### src/rtl/script_executor.sv
// Script executor: fetches 16-bit instructions from the script store, issues UART command bytes,
// and waits on ms ticks or feedback bits. Optional WAIT_UNTIL timeout: SCRIPT_WAIT_TIMEOUT_EN.
module script_executor #(
  parameter int unsigned PC_W          = 8,
  parameter int unsigned WAIT_W        = 8,
  parameter int unsigned FB_TIMEOUT_MS = 1000
) (
  input  logic            clock,
  input  logic            reset,
  input  logic            run,
  input  logic            script_mode,
  output logic [PC_W-1:0] pc,
  input  logic [15:0]     script,
  input  logic            ms_tick,
  input  logic [7:0]      feedback,
  output logic [7:0]      tx_bits,
  output logic            tx_valid,
  input  logic            tx_done,
  output logic            busy,
  output logic            halted,
  output logic            error
);

  typedef enum logic [2:0] {
    IDLE, FETCH, DECODE, SEND, WAIT_MS, WAIT_FB, HALT
  } state_t;

  state_t            state;
  logic [WAIT_W-1:0] wait_cnt;
  logic [2:0]        fb_sel;

  logic [2:0] op;
  logic [2:0] sel;
  logic [7:0] imm;
  logic       unused_bits;

  assign op          = script[15:13];
  assign sel         = script[10:8];
  assign imm         = script[7:0];
  assign unused_bits = ^script[12:11];

  assign busy   = (state != IDLE) && (state != HALT);
  assign halted = (state == HALT);

`ifdef SCRIPT_WAIT_TIMEOUT_EN
  localparam int unsigned TO_W = $clog2(FB_TIMEOUT_MS + 1);
  logic [TO_W-1:0] fb_cnt;
`endif

  always_ff @(posedge clock) begin
    if (reset) begin
      state    <= IDLE;
      pc       <= '0;
      tx_bits  <= '0;
      tx_valid <= 1'b0;
      error    <= 1'b0;
      wait_cnt <= '0;
      fb_sel   <= '0;
`ifdef SCRIPT_WAIT_TIMEOUT_EN
      fb_cnt   <= '0;
`endif
    end else if (script_mode) begin
      // Loading a new script aborts everything, including a byte in flight.
      state    <= IDLE;
      pc       <= '0;
      tx_valid <= 1'b0;
    end else if (!run && (state == FETCH || state == DECODE ||
                          state == WAIT_MS || state == WAIT_FB)) begin
      state <= IDLE;
      pc    <= '0;
    end else begin
      case (state)
        IDLE: begin
          if (run) begin
            state <= FETCH;
            pc    <= '0;
            error <= 1'b0;
          end
        end
        FETCH: state <= DECODE;
        DECODE: begin
          case (op)
            3'b000: begin
              tx_bits  <= imm;
              tx_valid <= 1'b1;
              state    <= SEND;
            end
            3'b001: begin
              if (imm == 8'd0) begin
                pc    <= pc + PC_W'(1);
                state <= FETCH;
              end else begin
                wait_cnt <= WAIT_W'(imm);
                state    <= WAIT_MS;
              end
            end
            3'b010: begin
              pc    <= PC_W'(imm);
              state <= FETCH;
            end
            3'b011: begin
              pc    <= feedback[sel] ? PC_W'(imm) : pc + PC_W'(1);
              state <= FETCH;
            end
            3'b100: begin
              fb_sel <= sel;
`ifdef SCRIPT_WAIT_TIMEOUT_EN
              fb_cnt <= '0;
`endif
              state  <= WAIT_FB;
            end
            3'b101: begin
              pc    <= pc + PC_W'(1);
              state <= FETCH;
            end
            3'b110: begin
              error <= 1'b1;
              state <= HALT;
            end
            3'b111: state <= HALT;
          endcase
        end
        SEND: begin
          // A stop request lets the current byte finish before returning to IDLE.
          if (tx_done) begin
            tx_valid <= 1'b0;
            if (run) begin
              pc    <= pc + PC_W'(1);
              state <= FETCH;
            end else begin
              pc    <= '0;
              state <= IDLE;
            end
          end
        end
        WAIT_MS: begin
          if (ms_tick) begin
            wait_cnt <= wait_cnt - WAIT_W'(1);
            if (wait_cnt == WAIT_W'(1)) begin
              pc    <= pc + PC_W'(1);
              state <= FETCH;
            end
          end
        end
        WAIT_FB: begin
          if (feedback[fb_sel]) begin
            pc    <= pc + PC_W'(1);
            state <= FETCH;
          end
`ifdef SCRIPT_WAIT_TIMEOUT_EN
          else if (ms_tick) begin
            if (fb_cnt == TO_W'(FB_TIMEOUT_MS - 1)) begin
              error <= 1'b1;
              state <= HALT;
            end else begin
              fb_cnt <= fb_cnt + TO_W'(1);
            end
          end
`endif
        end
        HALT: begin
          if (!run) begin
            pc    <= '0;
            state <= IDLE;
          end
        end
        default: state <= IDLE;
      endcase
    end
  end

endmodule

### config.mk
export PLATFORM = sky130hd
export DESIGN_NAME = script_executor
export DESIGN_NICKNAME = d
export VERILOG_FILES = /design/src/rtl/script_executor.sv
export SDC_FILE = /design/constraint.sdc
export NUM_CORES = 1
export LEC_CHECK = 0
export ABC_AREA = 1
export CORE_ASPECT_RATIO = 1.4
export CORE_MARGIN = 10
export CORE_UTILIZATION = 35
export CTS_BUF_LIST = sky130_fd_sc_hd__clkbuf_16
export DETAILED_ROUTE_END_ITERATION = 16
export PLACE_DENSITY = 0.63
export SKIP_CTS_REPAIR_TIMING = 1
export SYNTH_ARGS = -nofsm -noshare
export SYNTH_HDL_FRONTEND = slang
export SYNTH_SLANG_ARGS = --single-unit
### constraint.sdc
create_clock -name clock -period 4.3 [get_ports clock]
set_input_delay 0.86 -clock clock [delete_from_list [all_inputs] [get_ports clock]]
set_output_delay 0.86 -clock clock [all_outputs]
set_load 0.005 [all_outputs]
Yosys cells after proc, flatten, opt, wreduce, memory -nomap -nowiden
Cells that the tools add are included.
- bits in writable memories: 0
- bits in read-only memories: 0
- input bits: 30
- latch bits: 0
- memories: 0
- logic and storage cells: 100
- output and inout port bits: 20
- bits in registers: 32
- div/mod/pow operators: 0
- equality and inequality tests: 27
- $mul: 0
- reductions and logical operators: 25
- shift-type cells: 0
- add/sub/neg operators: 2
- $lt $le $gt $ge: 2
- multiplexer cells: 35
- bitwise logic cells: 2
- operators with widths (cell ; count):
    $mux 8 ; 12
    $pmux 8 s6 ; 1
    $pmux 8 s4 ; 1
    $eq 3x3->1 const B ; 7
    $mux 3 ; 7
    $pmux 3 s7 ; 1
    $pmux 8 s2 ; 1
    $pmux 3 s5 ; 1
    $eq 3x2->1 const B ; 4
    $reduce_and 4->1 ; 3
    $reduce_and 6->1 ; 2
    $ne 2x1->1 const B ; 5
    $ne 2x2->1 const B ; 5
    $reduce_and 9->1 ; 1
    $add 8x1->8 const B ; 1
    $eq 8x1->1 const B ; 1
    $logic_not 8->1 ; 1
    $lt 3x4->1 const B ; 2
    $sub 8x1->8 const B ; 1
    $mux 1 ; 7
    $bmux 1 s3 ; 2
    $eq 3x1->1 const B ; 2
    $logic_not 3->1 ; 2
    $ne 3x3->1 const B ; 2
    other kinds (12) ; 21

Longest topological paths before layout
Gate-level depths: netlist (run 1).
- depth in word-level cells: 7
- mapped depth: 12
- mapped depth without buffers: 12

Least setup slack after synthesis (run 1)
Ideal clock, no wire load.
- kind: input port to flip-flop
- from: input script[8]
- to: register pc[7]
- stages: 11
- setup time: 0.070 ns
- data required time: 4.230 ns
- setup slack: 2.369 ns
- path buffers: 0
- data arrival time: 1.862 ns
- cell sequence: inv_1 > nand2_1 > nand3_1 > nand3_1 > nand3_1 > nand2_1 > nand2_1 > nand3_1 > nand2_1 > nand2_1 > a21oi_1
- cells in the longest elaborated chain, start to end: 5
- ends and longest elaborated chain (item ; line ; text):
    start, declared ; 13 ; input logic [15:0] script,
    $bmux 1 s3 ; 102 ; pc <= feedback[sel] ? PC_W'(imm) : pc + PC_W'(1);
    $mux 1 (implied by the code) ; 102 ;
    $mux 8 ; 102 ;
    $pmux 8 s4 ; 82 ; case (op)
    $pmux 8 s6 ; 72 ; case (state)
    end signal, assigned ; 90 ; pc <= pc + PC_W'(1);
    end signal, assigned ; 102 ;
    end signal, assigned ; 113 ; pc <= pc + PC_W'(1);
    end, declared ; 12 ; output logic [PC_W-1:0] pc,
Every way passes these cells. The select of a mux whose other input is x is not followed.
A chain may end at the register's enable or synchronous reset.

Worst setup path after layout (run 1)
- from: register state[0]
- to: output busy
- cells in the longest elaborated chain, start to end: 2
- elaborated cells on any way between the ends: 3
- classes of those cells: eq/ne: 1; reduce/logical: 2
- ends and longest elaborated chain (item ; line ; text):
    start, declared ; 28 ; state_t state;
    start signal, assigned ; 52 ; state <= IDLE;
    start signal, assigned ; 64 ; state <= IDLE;
    start signal, assigned ; 69 ; state <= IDLE;
    $ne 3x3->1 or $reduce_bool 3->1 (tied branches) ; 42 ; assign busy = (state != IDLE) && (state != HALT);
    $logic_and 1x1->1 * ; 42 ;
    end, declared ; 19 ; output logic busy,
Mark *: on every way between the ends. The rest lies on a longest branch, timed or not.

==> key figures, run 1 <==
Setup path
  • CP Capture Type: primary output
  • Data required, critical path: 3.44 ns
  • Highest fanout seen on the critical path: 6
  • Critical Setup Path Class: reg -> out
  • Data arrival, critical path: between 1.5 and 2 ns
  • Setup crit start kind: register

Run status
  • Outcome: finished clean

Synth
  • Number of warning messages in the yosys log: 0
  • Number of synthesized register bits: 32
  • Synth top area share: between 20% and 30%
  • Per-instance average area after synthesis: ~6.3 µm²
  • Largest area contributor in the netlist: sky130_fd_sc_hd__dfxtp_1
  • Proportion of synthesized chip area in sequential cells: ~28%
  • Total nets after synthesis: ~400
  • Mapped Area: roughly 0.0023 mm²
  • Cell types occupying the most area after synthesis: sky130_fd_sc_hd__dfxtp_1 28%, sky130_fd_sc_hd__nand2_1 15%, sky130_fd_sc_hd__nand3_1 8.3%
  • Number of instances in the synthesized netlist: 363
  • Number of unique standard cell types used by synthesis: 39

Place
  • Buffers added on ports: 47
  • Total cell area at the placement stage: ~0.0028 mm²
  • Post-Place Worst Slack: 1.50 ns
  • Placer's final routability congestion estimate: 0.886
  • Placed cell count: 477
  • HPWL after DPL: between 5 and 6 mm

Min path
  • Min-Delay Path Class: reg -> reg

Timing
  • Headroom to the max-slew limit: approximately 50%
  • Final count of hold timing violations: 0
  • Worst hold-check slack: 0.458 ns
  • Fin Setup TNS: 0 ns
  • Final number of setup-violating endpoints: 0
  • Worst Slack Setup Final: between 1.5 and 2 ns
  • Worst setup skew after layout: between 0.004 and 0.005 ns
  • Worst-Margin Slew: 0.741 ns
  • Final clock period utilization by the worst path: about three fifths
  • RSZ-0062 raised after global routing: no
  • Pins Over Slew Limit: 0
  • Fmax: 0.384 GHz
  • Final critical-path required period: ~2.6 ns

Route
  • Count of TritonRoute iterations in the first routing pass: 4
  • Count of routing violations after the opening detailed-route iteration: 158
  • Post-DRT Antenna Nets: 0
  • Total length of routed wires: between 6 and 7 mm
  • Detailed-route via count: 2486
  • Detailed-route DRC error count: 0
  • Routed len/inst: approximately 14 µm
  • Per-cell via count in the routed design: around 5

Layout
  • Fraction of final layout cells sized beyond drive strength 1: approximately 8%
  • Number of inserted diodes: 0
  • Post-route cell area: approximately 0.0029 mm²
  • Non-filler instance count after layout: between 400 and 500
  • Most frequent standard cell in the layout excluding fill and tap cells: sky130_fd_sc_hd__nand2_1
  • Leading cell types in the layout, fill and taps excluded: 90 x sky130_fd_sc_hd__nand2_1, 47 x sky130_fd_sc_hd__clkdlybuf4s50_1, 40 x sky130_fd_sc_hd__inv_1, 40 x sky130_fd_sc_hd__nor2_1, 38 x sky130_fd_sc_hd__nand3_1
  • Layout overhead on the synthesized area: 28.9%
  • Final net count: 445

Power
  • Power density over cell area: between 200 and 300 mW/mm²
  • Lkg Pwr: approximately 1.2 nW
  • Maximum resistive drop on vdd: 0.143 mV

Floorplan
  • Row Count: 34
  • Core Region: between 0.006 and 0.007 mm²
  • Overall die height: approximately 120 µm
  • Die span in x: 88.3 µm
  • Total Die Area: 0.0102 mm²
  • Number of top-level pins: 50
  • Initial Utilization: between 30% and 40%

GRT
  • Pin count of the biggest net entering global routing: 14
  • Wire length of the first global-routing pass: between 10 and 15 mm
  • Number of antenna violations at the first check in global routing: 0
  • Number of global-route vias before repair: 2360
  • Global-route usage over all layers: a little over an eighth
  • Sum of overflow across all layers after global routing: 0

Clocking
  • Buffers from clock root to sink, at most: 2
  • Total CTS buffers: 5
  • CTS sink count: 32
  • CTS tree: done
  • Number of H-tree levels: 2
  • Clock edge transition at the registers on the reported setup and hold paths: ~0.050 ns
  • Clock root buffer master: sky130_fd_sc_hd__clkbuf_16
  • Worst skew pair latency: about 0.28 ns

Flow run
  • Max-cap viol count: 0
-- area by class of cell --
class                   count  area [µm²]
fillers                   657        3350
multi-input cells         277        1420
flip-flops and latches     32         641
repair buffers             48         478
inverters                  48         181
clock buffers               5         125
well taps                  72        90.1
clock inverters             3        13.8
-- layer usage --
| layer | GRT usage, % | wire (µm) | up-vias |
|---|---|---|---|
| li1 | - | - | 1291 |
| met1 | 14.4 | 2810 | 1139 |
| met2 | 24.7 | 3560 | 50 |
| met3 | 3.02 | 392 | 6 |
| met4 | 5.08 | 88 | 0 |
| met5 | 0 | 0 | - |
-- logic make-up after synthesis --
| family | Yosys count | share of synthesized area [%] |
|---|---|---|
| compound gates | 72 | 17.7 |
| simple gates | 194 | 39.5 |
| xor+xnor | 8 | 3.07 |
| fa+ha+maj | 3 | 1.64 |
| flops | 32 | 28.0 |
| buf+inv | 54 | 10.0 |
-- critical path, stage by stage (launching register included) --
cell and delay, ns:
sky130_fd_sc_hd__dfxtp_1 0.44, sky130_fd_sc_hd__inv_2 0.10, sky130_fd_sc_hd__nand2_1 0.09, sky130_fd_sc_hd__nor2_1 0.08
sky130_fd_sc_hd__nor2_1 0.20, sky130_fd_sc_hd__clkdlybuf4s50_1 0.55
-- metrics by stage --
stage | util [%] | total power [W]
finish | 46.8 | 0.000766
global route | 46.8 | 0.000797
CTS | 46.8 | 0.000774
detailed placement | 44.6 | 0.000431
global placement | 44.6 | 0.000431
floorplan | - | 0.000382
-- worst paths after layout --
| path | end | cells past startpoint | from | slack, ns |
|---|---|---|---|---|
| max | busy | 5 | state[0] | 1.70 |
| min | tx_bits[6] | 2 | tx_bits[6] | 0.46 |
| max reg2reg | pc[6] | 9 | state[0] | 2.02 |
| min reg2reg | tx_bits[6] | 2 | tx_bits[6] | 0.46 |
-- where the power goes --
group	switching [W]	total, W	internal, W
combinational	0.0000733	0.000122	0.0000484
clock	0.000131	0.000341	0.000210
sequential	0.00000369	0.000303	0.000300
total	0.000208	0.000766	0.000558
-- sequential cells by signal, indices dropped and copies added (netlist names) --
name	cells
error	1
fb_sel	3
pc	8
state	3
tx_bits	8
tx_valid	1
wait_cnt	8
-- synthesized netlist by cell type --
cell type and count:
sky130_fd_sc_hd__clkinv_2 1, sky130_fd_sc_hd__dfxtp_1 32, sky130_fd_sc_hd__clkbuf_1 1, sky130_fd_sc_hd__nand3_1 38, sky130_fd_sc_hd__ha_1 3, sky130_fd_sc_hd__nand2_1 90, sky130_fd_sc_hd__o22ai_1 1, sky130_fd_sc_hd__o2111ai_1 1
sky130_fd_sc_hd__o21a_1 1, sky130_fd_sc_hd__buf_6 3, sky130_fd_sc_hd__o21ai_0 22, sky130_fd_sc_hd__o21ai_1 7, sky130_fd_sc_hd__nor4_2 1, sky130_fd_sc_hd__a221oi_2 1, sky130_fd_sc_hd__nand2_2 4, sky130_fd_sc_hd__nor3_2 2
sky130_fd_sc_hd__clkinv_1 1, sky130_fd_sc_hd__a41oi_1 1, sky130_fd_sc_hd__or2_4 1, sky130_fd_sc_hd__nor2_2 1, sky130_fd_sc_hd__buf_2 2, sky130_fd_sc_hd__nor2_1 40, sky130_fd_sc_hd__a311oi_1 1, sky130_fd_sc_hd__a21oi_2 1
sky130_fd_sc_hd__nand4_1 3, sky130_fd_sc_hd__o31ai_1 1, sky130_fd_sc_hd__xor2_1 8, sky130_fd_sc_hd__a21oi_1 30, sky130_fd_sc_hd__nor2_4 2, sky130_fd_sc_hd__nand3_4 1, sky130_fd_sc_hd__nor3_1 4, sky130_fd_sc_hd__o21ai_2 1
sky130_fd_sc_hd__nand3b_1 4, sky130_fd_sc_hd__a31oi_1 1, sky130_fd_sc_hd__o21bai_1 3, sky130_fd_sc_hd__inv_1 40, sky130_fd_sc_hd__nand4_4 1, sky130_fd_sc_hd__nand2_4 2, sky130_fd_sc_hd__inv_2 6
Power figures use the tool's default switching activity.
==> inputs of run 2 (changes only) <==
--- a/config.mk
+++ b/config.mk
@@ -11,7 +11,7 @@
 export CORE_UTILIZATION = 35
 export CTS_BUF_LIST = sky130_fd_sc_hd__clkbuf_16
 export DETAILED_ROUTE_END_ITERATION = 16
-export PLACE_DENSITY = 0.63
+export PLACE_DENSITY = 0.65
 export SKIP_CTS_REPAIR_TIMING = 1
 export SYNTH_ARGS = -nofsm -noshare
 export SYNTH_HDL_FRONTEND = slang
==> constraint.sdc (replaced) <==
create_clock -name clock -period 2.2 [get_ports clock]
set_input_delay 0.44 -clock clock [delete_from_list [all_inputs] [get_ports clock]]
set_output_delay 0.44 -clock clock [all_outputs]
set_load 0.005 [all_outputs]
==> run 2 against run 1 <==
Clock-buffer cell count unchanged. Wire length grew 3.4%. Utilization grew 1.9 points. Non-clock buffer count increased by 16. Combinational power increased by 120%. Via count is 2.3% higher. Final cell count grew 3.1%. Power grew 97%. First-iteration DRC count is 1.9% lower. Critical path depth stayed put. Hold slack improved by 0.0032 ns. Sequential share of layout area is 0.79 points lower.
==> key figures, run 2 (same netlist as run 1, synthesis figures left out) <==
Run status
  • Outcome: finished clean

Power
  • Lkg Pwr: 1.32 nW (+6.3%)
  • Power density over cell area: 491 mW/mm² (+89%)
  • Maximum resistive drop on vdd: 0.270 mV (+88%)
  • Total power: 0.00151 W (+97%)

Timing
  • Final count of hold timing violations: 0 (unchanged)
  • Worst Slack Setup Final: 0.0706 ns (-1.63 ns)
  • Fmax: roughly 0.47 GHz
  • Final number of setup-violating endpoints: 0 (unchanged)
  • Worst hold-check slack: 0.461 ns (+0.00323 ns)
  • Fin Setup TNS: 0 ns (unchanged)
  • RSZ-0062 raised after global routing: no
  • Worst-Margin Slew: 0.400 ns (-0.341 ns)
  • Final clock period utilization by the worst path: a little under 100%
  • Headroom to the max-slew limit: 73.2% (+23 points)
  • Worst setup skew after layout: 0.00499 ns (+0.000196 ns)
  • Pins Over Slew Limit: 0 (unchanged)
  • Final critical-path required period: 2.13 ns

Route
  • Detailed-route DRC error count: 0 (unchanged)
  • Total length of routed wires: 7.08 mm (+3.4%)
  • Detailed-route via count: 2542 (+2.3%)
  • Count of routing violations after the opening detailed-route iteration: 155 (-1.9%)
  • Met1 Wirelength: 2.90 mm (+3.5%)
  • Routed len/inst: 14.2 µm (+0.32%)
  • Count of TritonRoute iterations in the first routing pass: 4 (unchanged)
  • Met3 WL post-DR: 355 µm (-9.4%)
  • Per-cell via count in the routed design: 5.08 (-0.81%)
  • Top layer in use: met4
  • Routed wl met2: 3.68 mm (+3.3%)
  • Post-DRT Antenna Nets: 0 (unchanged)

Clocking
  • Worst skew pair latency: 0.28 ns (about the same)
  • Number of H-tree levels: 2 (unchanged)
  • Clock root buffer master: sky130_fd_sc_hd__clkbuf_16
  • CTS sink count: 32 (unchanged)
  • Buffers from clock root to sink, at most: 2 (unchanged)
  • Total CTS buffers: 5 (unchanged)
  • CTS tree: done
  • Clock edge transition at the registers on the reported setup and hold paths: 0.05 ns (about the same)

GRT
  • Number of global-route vias before repair: 2408 (+2.0%)
  • Global-route usage over all layers: 14.1% (+0.67 points)
  • Sum of overflow across all layers after global routing: 0 (unchanged)
  • Pin count of the biggest net entering global routing: 13 (-1)
  • Number of antenna violations at the first check in global routing: 0 (unchanged)
  • Wire length of the first global-routing pass: 11.4 mm (+4.4%)

Setup path
  • Data arrival, critical path: 1.69 ns (-0.05 ns)
  • Data required, critical path: 1.76 ns (-1.68 ns)
  • Critical Setup Path Class: reg -> out
  • Setup crit start kind: register
  • CP Capture Type: primary output
  • Highest fanout seen on the critical path: 6 (unchanged)

Place
  • Buffers added on ports: 47 (unchanged)
  • HPWL after DPL: 5.68 mm (+4.7%)
  • Post-Place Worst Slack: 0.0245 ns (-1.48 ns)
  • Placer's final routability congestion estimate: 0.953 (+7.6%)

Layout
  • Number of inserted diodes: 0 (unchanged)
  • Final net count: 461 (+3.6%)
  • Fraction of final layout cells sized beyond drive strength 1: 11.9% (+3.9 points)
  • Layout overhead on the synthesized area: 34.2%
  • Most frequent standard cell in the layout excluding fill and tap cells: sky130_fd_sc_hd__nand2_1
  • Leading cell types in the layout, fill and taps excluded: 90 x sky130_fd_sc_hd__nand2_1, 47 x sky130_fd_sc_hd__clkdlybuf4s50_1, 41 x sky130_fd_sc_hd__inv_1
  • Largest registers: pc (8), tx_bits (8), wait_cnt (8)

Flow run
  • Max-cap viol count: 0 (unchanged)

Floorplan
  • Row Count: 34 (unchanged)
  • Total Die Area: 0.0102 mm² (unchanged)
  • Initial Utilization: 36.3% (unchanged)
  • Number of top-level pins: 50 (unchanged)
  • Core Region: 0.00630 mm² (unchanged)
  • Die span in x: 88.3 µm (unchanged)
  • Overall die height: 116 µm (unchanged)

Min path
  • Min-Delay Path Class: reg -> reg
## run 2: changes by cell type in the layout (fill, tap and decap cells not counted)
cell                       change
sky130_fd_sc_hd__nor3_1        -1
sky130_fd_sc_hd__clkinv_2      -1
sky130_fd_sc_hd__buf_4        +16
sky130_fd_sc_hd__dfxtp_1       -2
sky130_fd_sc_hd__dfxtp_2       +2
sky130_fd_sc_hd__nor3_2        +1
sky130_fd_sc_hd__clkinv_1      -1
sky130_fd_sc_hd__inv_1         +1
## run 2: critical path: stages, from the launching register on
cell                              delay [ns]
sky130_fd_sc_hd__dfxtp_2                0.40
sky130_fd_sc_hd__inv_2                  0.09
sky130_fd_sc_hd__nand2_1                0.08
sky130_fd_sc_hd__nor2_1                 0.08
sky130_fd_sc_hd__nor2_1                 0.21
sky130_fd_sc_hd__clkdlybuf4s50_1        0.55
## run 2: cell type report
type / count / area (µm²)
Timing Repair Buffer: 64 / 598
Sequential cell: 32 / 643
Fill cell: 653 / 3230
Tap cell: 72 / 90.1
Inverter: 48 / 181
Multi-Input combinational cell: 277 / 1420
Clock inverter: 2 / 8.76
Clock buffer: 5 / 125
## run 2: worst paths after layout
| check | startpoint | end | slack (ns) | depth (start not counted) |
|---|---|---|---|---|
| worst min-delay path | tx_bits[3] | tx_bits[3] | 0.46 | 2 |
| worst min register to register | tx_bits[3] | tx_bits[3] | 0.46 | 2 |
| worst max-delay path | state[0] | busy | 0.07 | 5 |
| worst max register to register | state[2] | wait_cnt[7] | 0.27 | 10 |
## run 2: metrics by stage
stage	std cells	area, µm²	utilization [%]
finish	500	3070	48.7
global route	500	3070	48.7
CTS	500	3060	48.6
detailed placement	493	2930	46.5
global placement	493	2930	46.5
floorplan	363	2280	-
## run 2: metal layers
| metal | up-vias | GRT usage, % |
|---|---|---|
| met3 | 9 | 2.88 |
| met4 | 0 | 5.84 |
| met5 | - | 0 |
| li1 | 1323 | - |
| met2 | 55 | 26.0 |
| met1 | 1155 | 15.0 |
## run 2: report_power, final
part           switching [W]  internal (W)
logic               0.000150      0.000115
registers         0.00000797      0.000586
clock network       0.000241      0.000406
==> inputs of run 3 (changes only) <==
--- a/config.mk
+++ b/config.mk
@@ -11,8 +11,9 @@
 export CORE_UTILIZATION = 35
 export CTS_BUF_LIST = sky130_fd_sc_hd__clkbuf_16
 export DETAILED_ROUTE_END_ITERATION = 16
-export PLACE_DENSITY = 0.65
+export PLACE_DENSITY = 0.63
 export SKIP_CTS_REPAIR_TIMING = 1
 export SYNTH_ARGS = -nofsm -noshare
 export SYNTH_HDL_FRONTEND = slang
 export SYNTH_SLANG_ARGS = --single-unit
+export TNS_END_PERCENT = 20
==> constraint.sdc (replaced) <==
create_clock -name clock -period 2.5 [get_ports clock]
set_input_delay 0.5 -clock clock [delete_from_list [all_inputs] [get_ports clock]]
set_output_delay 0.5 -clock clock [all_outputs]
set_load 0.005 [all_outputs]
==> run 3 against run 2 <==
Wire length decreased by 1.6%. Global-route usage grew 0.081 points. Sequential power is 12% lower. Combinational power decreased by 17%. Setup slack better by 0.20 ns. Via count is 2.4% lower. Clock skew is 0.0023 ns lower. Hold slack got worse by 0.0026 ns. Largest power group unchanged.
==> key figures, run 3 (same netlist as run 1, synthesis figures left out) <==
Flow run
  • Max-cap viol count: 0 (unchanged)

GRT
  • Global-route usage over all layers: 14.2% (+0.081 points)
  • Number of global-route vias before repair: 2413 (+0.21%)
  • Number of antenna violations at the first check in global routing: 0 (unchanged)
  • Met3 demand-to-capacity share in global routing: 2.88% (unchanged)
  • M2 GR Usage: 25.6% (-0.39 points)
  • Wire length of the first global-routing pass: 11.6 mm (+1.8%)
  • GR Util met1: 15.9% (+0.85 points)
  • Sum of overflow across all layers after global routing: 0 (unchanged)
  • Pin count of the biggest net entering global routing: 14 (+1)
  • Most crowded layer after global routing: met2

Layout
  • Layout overhead on the synthesized area: 31.1%
  • Largest registers: pc (8), tx_bits (8), wait_cnt (8)
  • Non-filler instance count after layout: 492 (-1.6%)
  • Area of the multi-input gates: 0.00142 mm² (-0.35%)
  • Filler cell count in the final layout: 657 (+0.61%)
  • Final net count: 452 (-2.0%)
  • Core utilization of the finished layout: 47.6% (-1.2 points)
  • Leading cell types in the layout, fill and taps excluded: 90 x sky130_fd_sc_hd__nand2_1, 47 x sky130_fd_sc_hd__clkdlybuf4s50_1, 42 x sky130_fd_sc_hd__inv_1
  • Number of inserted diodes: 0 (unchanged)
  • Most frequent standard cell in the layout excluding fill and tap cells: sky130_fd_sc_hd__nand2_1
  • Sequential Area: 641 µm² (-0.39%)
  • Fraction of final layout cells sized beyond drive strength 1: 9.05% (-2.9 points)

Power
  • Lkg Pwr: 1.28 nW (-3.1%)
  • Maximum resistive drop on vdd: 0.194 mV (-28%)
  • Power density over cell area: 440 mW/mm² (-10%)

Min path
  • Min-Delay Path Class: reg -> reg

Route
  • Detailed-route via count: 2481 (-2.4%)
  • Routed len/inst: 14.2 µm (about the same)
  • Per-cell via count in the routed design: 5.04 (-0.81%)
  • Count of routing violations after the opening detailed-route iteration: 116 (-25%)
  • Total length of routed wires: 6.97 mm (-1.6%)
  • Count of TritonRoute iterations in the first routing pass: 4 (unchanged)
  • Post-DRT Antenna Nets: 0 (unchanged)
  • Detailed-route DRC error count: 0 (unchanged)

Timing
  • Worst-Margin Slew: 0.446 ns (+0.0466 ns)
  • Headroom to the max-slew limit: 70.0% (-3.2 points)
  • Final number of setup-violating endpoints: 0 (unchanged)
  • Final count of hold timing violations: 0 (unchanged)
  • RSZ-0062 raised after global routing: no
  • Final clock period utilization by the worst path: between 80 and 90%
  • Fmax: approximately 0.45 GHz
  • Worst setup skew after layout: 0.00272 ns (-0.00227 ns)
  • Final critical-path required period: around 2.2 ns
  • Pins Over Slew Limit: 0 (unchanged)
  • Fin Setup TNS: 0 ns (unchanged)

Clocking
  • Worst skew pair latency: 0.28 ns (about the same)
  • Clock root buffer master: sky130_fd_sc_hd__clkbuf_16
  • Number of H-tree levels: 2 (unchanged)
  • Clock edge transition at the registers on the reported setup and hold paths: 0.05 ns (about the same)
  • CTS tree: done
  • CTS sink count: 32 (unchanged)
  • Buffers from clock root to sink, at most: 2 (unchanged)
  • Total CTS buffers: 5 (unchanged)

Place
  • Buffers added on ports: 47 (unchanged)
  • HPWL after DPL: 5.58 mm (-1.9%)
  • Placed cell count: 484 (-1.8%)
  • Placer's final routability congestion estimate: 0.926 (-2.8%)

Floorplan
  • Core Region: 0.00630 mm² (unchanged)
  • Initial Utilization: 36.3% (unchanged)
  • Overall die height: 116 µm (unchanged)
  • Total Die Area: 0.0102 mm² (unchanged)
  • Number of top-level pins: 50 (unchanged)
  • Die span in x: 88.3 µm (unchanged)
  • Row Count: 34 (unchanged)

Setup path
  • Critical Setup Path Class: reg -> out
  • Critical register-to-register path startpoint: state[0]
  • Cell with the largest stage delay on the worst path: sky130_fd_sc_hd__clkdlybuf4s50_1
  • Cell repeated most along the worst path: sky130_fd_sc_hd__nor2_1
  • Critical path buffer and inverter count: 2 (unchanged)
  • Endpoint of the most critical setup path: busy
  • Start point of the critical path: state[0]
  • Crit Reg-Reg Endpoint: wait_cnt[5]
  • Setup crit start kind: register
  • Highest fanout seen on the critical path: 6 (unchanged)
  • Cell family with most CP delay: buffers and inverters
  • Critical-path cell list: inv_2 -> nand2_1 -> nor2_1 -> nor2_1 -> clkdlybuf4s50_1
  • Length in cells of the worst reg-to-reg path: 9 (-1)
  • Number of logic stages on the critical path including buffering: 5 (unchanged)
  • FF-to-FF setup slack: 0.60 ns (+0.33 ns)
  • Data required, critical path: 2.00 ns (+0.24 ns)
  • Largest stage delay, worst path: 0.55 ns (about the same)
  • Data arrival, critical path: 1.73 ns (+0.04 ns)
  • CP Capture Type: primary output

Run status
  • Outcome: finished clean
## run 3: cell types whose count changed in the layout (fill, tap and decap cells not counted)
cell / change
sky130_fd_sc_hd__buf_4: -9
sky130_fd_sc_hd__clkinv_1: +1
sky130_fd_sc_hd__clkinv_2: -1
sky130_fd_sc_hd__dfxtp_1: +2
sky130_fd_sc_hd__dfxtp_2: -2
sky130_fd_sc_hd__inv_1: +1
sky130_fd_sc_hd__nor3_1: +1
sky130_fd_sc_hd__nor3_2: -1
## run 3: worst min path at each step
| stage | from | endpoint | slack [ns] | cells past startpoint |
|---|---|---|---|---|
| after detailed placement | tx_bits[0] | tx_bits[0] | 0.46 | 2 |
| after global placement | tx_bits[3] | tx_bits[3] | 0.45 | 2 |
| after CTS | tx_bits[0] | tx_bits[0] | 0.46 | 2 |
| final | tx_bits[7] | tx_bits[7] | 0.46 | 2 |
| after floorplan | tx_bits[0] | tx_bits[0] | 0.45 | 2 |
| after global routing | tx_bits[4] | tx_bits[4] | 0.48 | 2 |
## run 3: final cells by class
class                           instances  area share, %
Clock buffer                            5           4.18
Clock inverter                          3          0.376
Inverter                               48           6.06
Multi-Input combinational cell        277           47.3
Sequential cell                        32           21.4
Tap cell                               72           3.01
Timing Repair Buffer                   55           17.7
## run 3: metrics by stage
step	setup WS [ns]	hold WS (ns)	power [W]	instance area (µm²)
3_5_place_dp	0.0666	0.455	0.000750	2860
6_report	0.270	0.459	0.00132	2990
3_3_place_gp	0.108	0.448	0.000750	2860
4_1_cts	0.261	0.463	0.00133	2990
5_1_grt	0.135	0.480	0.00138	2990
2_1_floorplan	0.929	0.451	0.000657	2280
## run 3: power breakdown
group | leakage (nW) | total, W | switching (W) | internal (W)
logic | 0.948 | 0.000219 | 0.000128 | 0.0000904
clock network | 0.0738 | 0.000578 | 0.000220 | 0.000358
registers | 0.258 | 0.000522 | 0.00000639 | 0.000515
total | 1.28 | 0.00132 | 0.000355 | 0.000964
## run 3: layer usage
| layer | wire length, µm | share of wire [%] |
|---|---|---|
| met5 | 0 | 0 |
| met1 | 2940 | 42 |
| met3 | 345 | 5.0 |
| met2 | 3550 | 51 |
| met4 | 131 | 1.9 |
## run 3: worst register-to-register path: stages (launching register included)
cell	delay, ns
sky130_fd_sc_hd__dfxtp_1	0.37
sky130_fd_sc_hd__nor3_1	0.43
sky130_fd_sc_hd__nor2_1	0.14
sky130_fd_sc_hd__nand2_2	0.10
sky130_fd_sc_hd__nand2_2	0.07
sky130_fd_sc_hd__inv_2	0.18
sky130_fd_sc_hd__nand4_4	0.20
sky130_fd_sc_hd__clkinv_2	0.17
sky130_fd_sc_hd__nand2_1	0.07
sky130_fd_sc_hd__a21oi_1	0.11
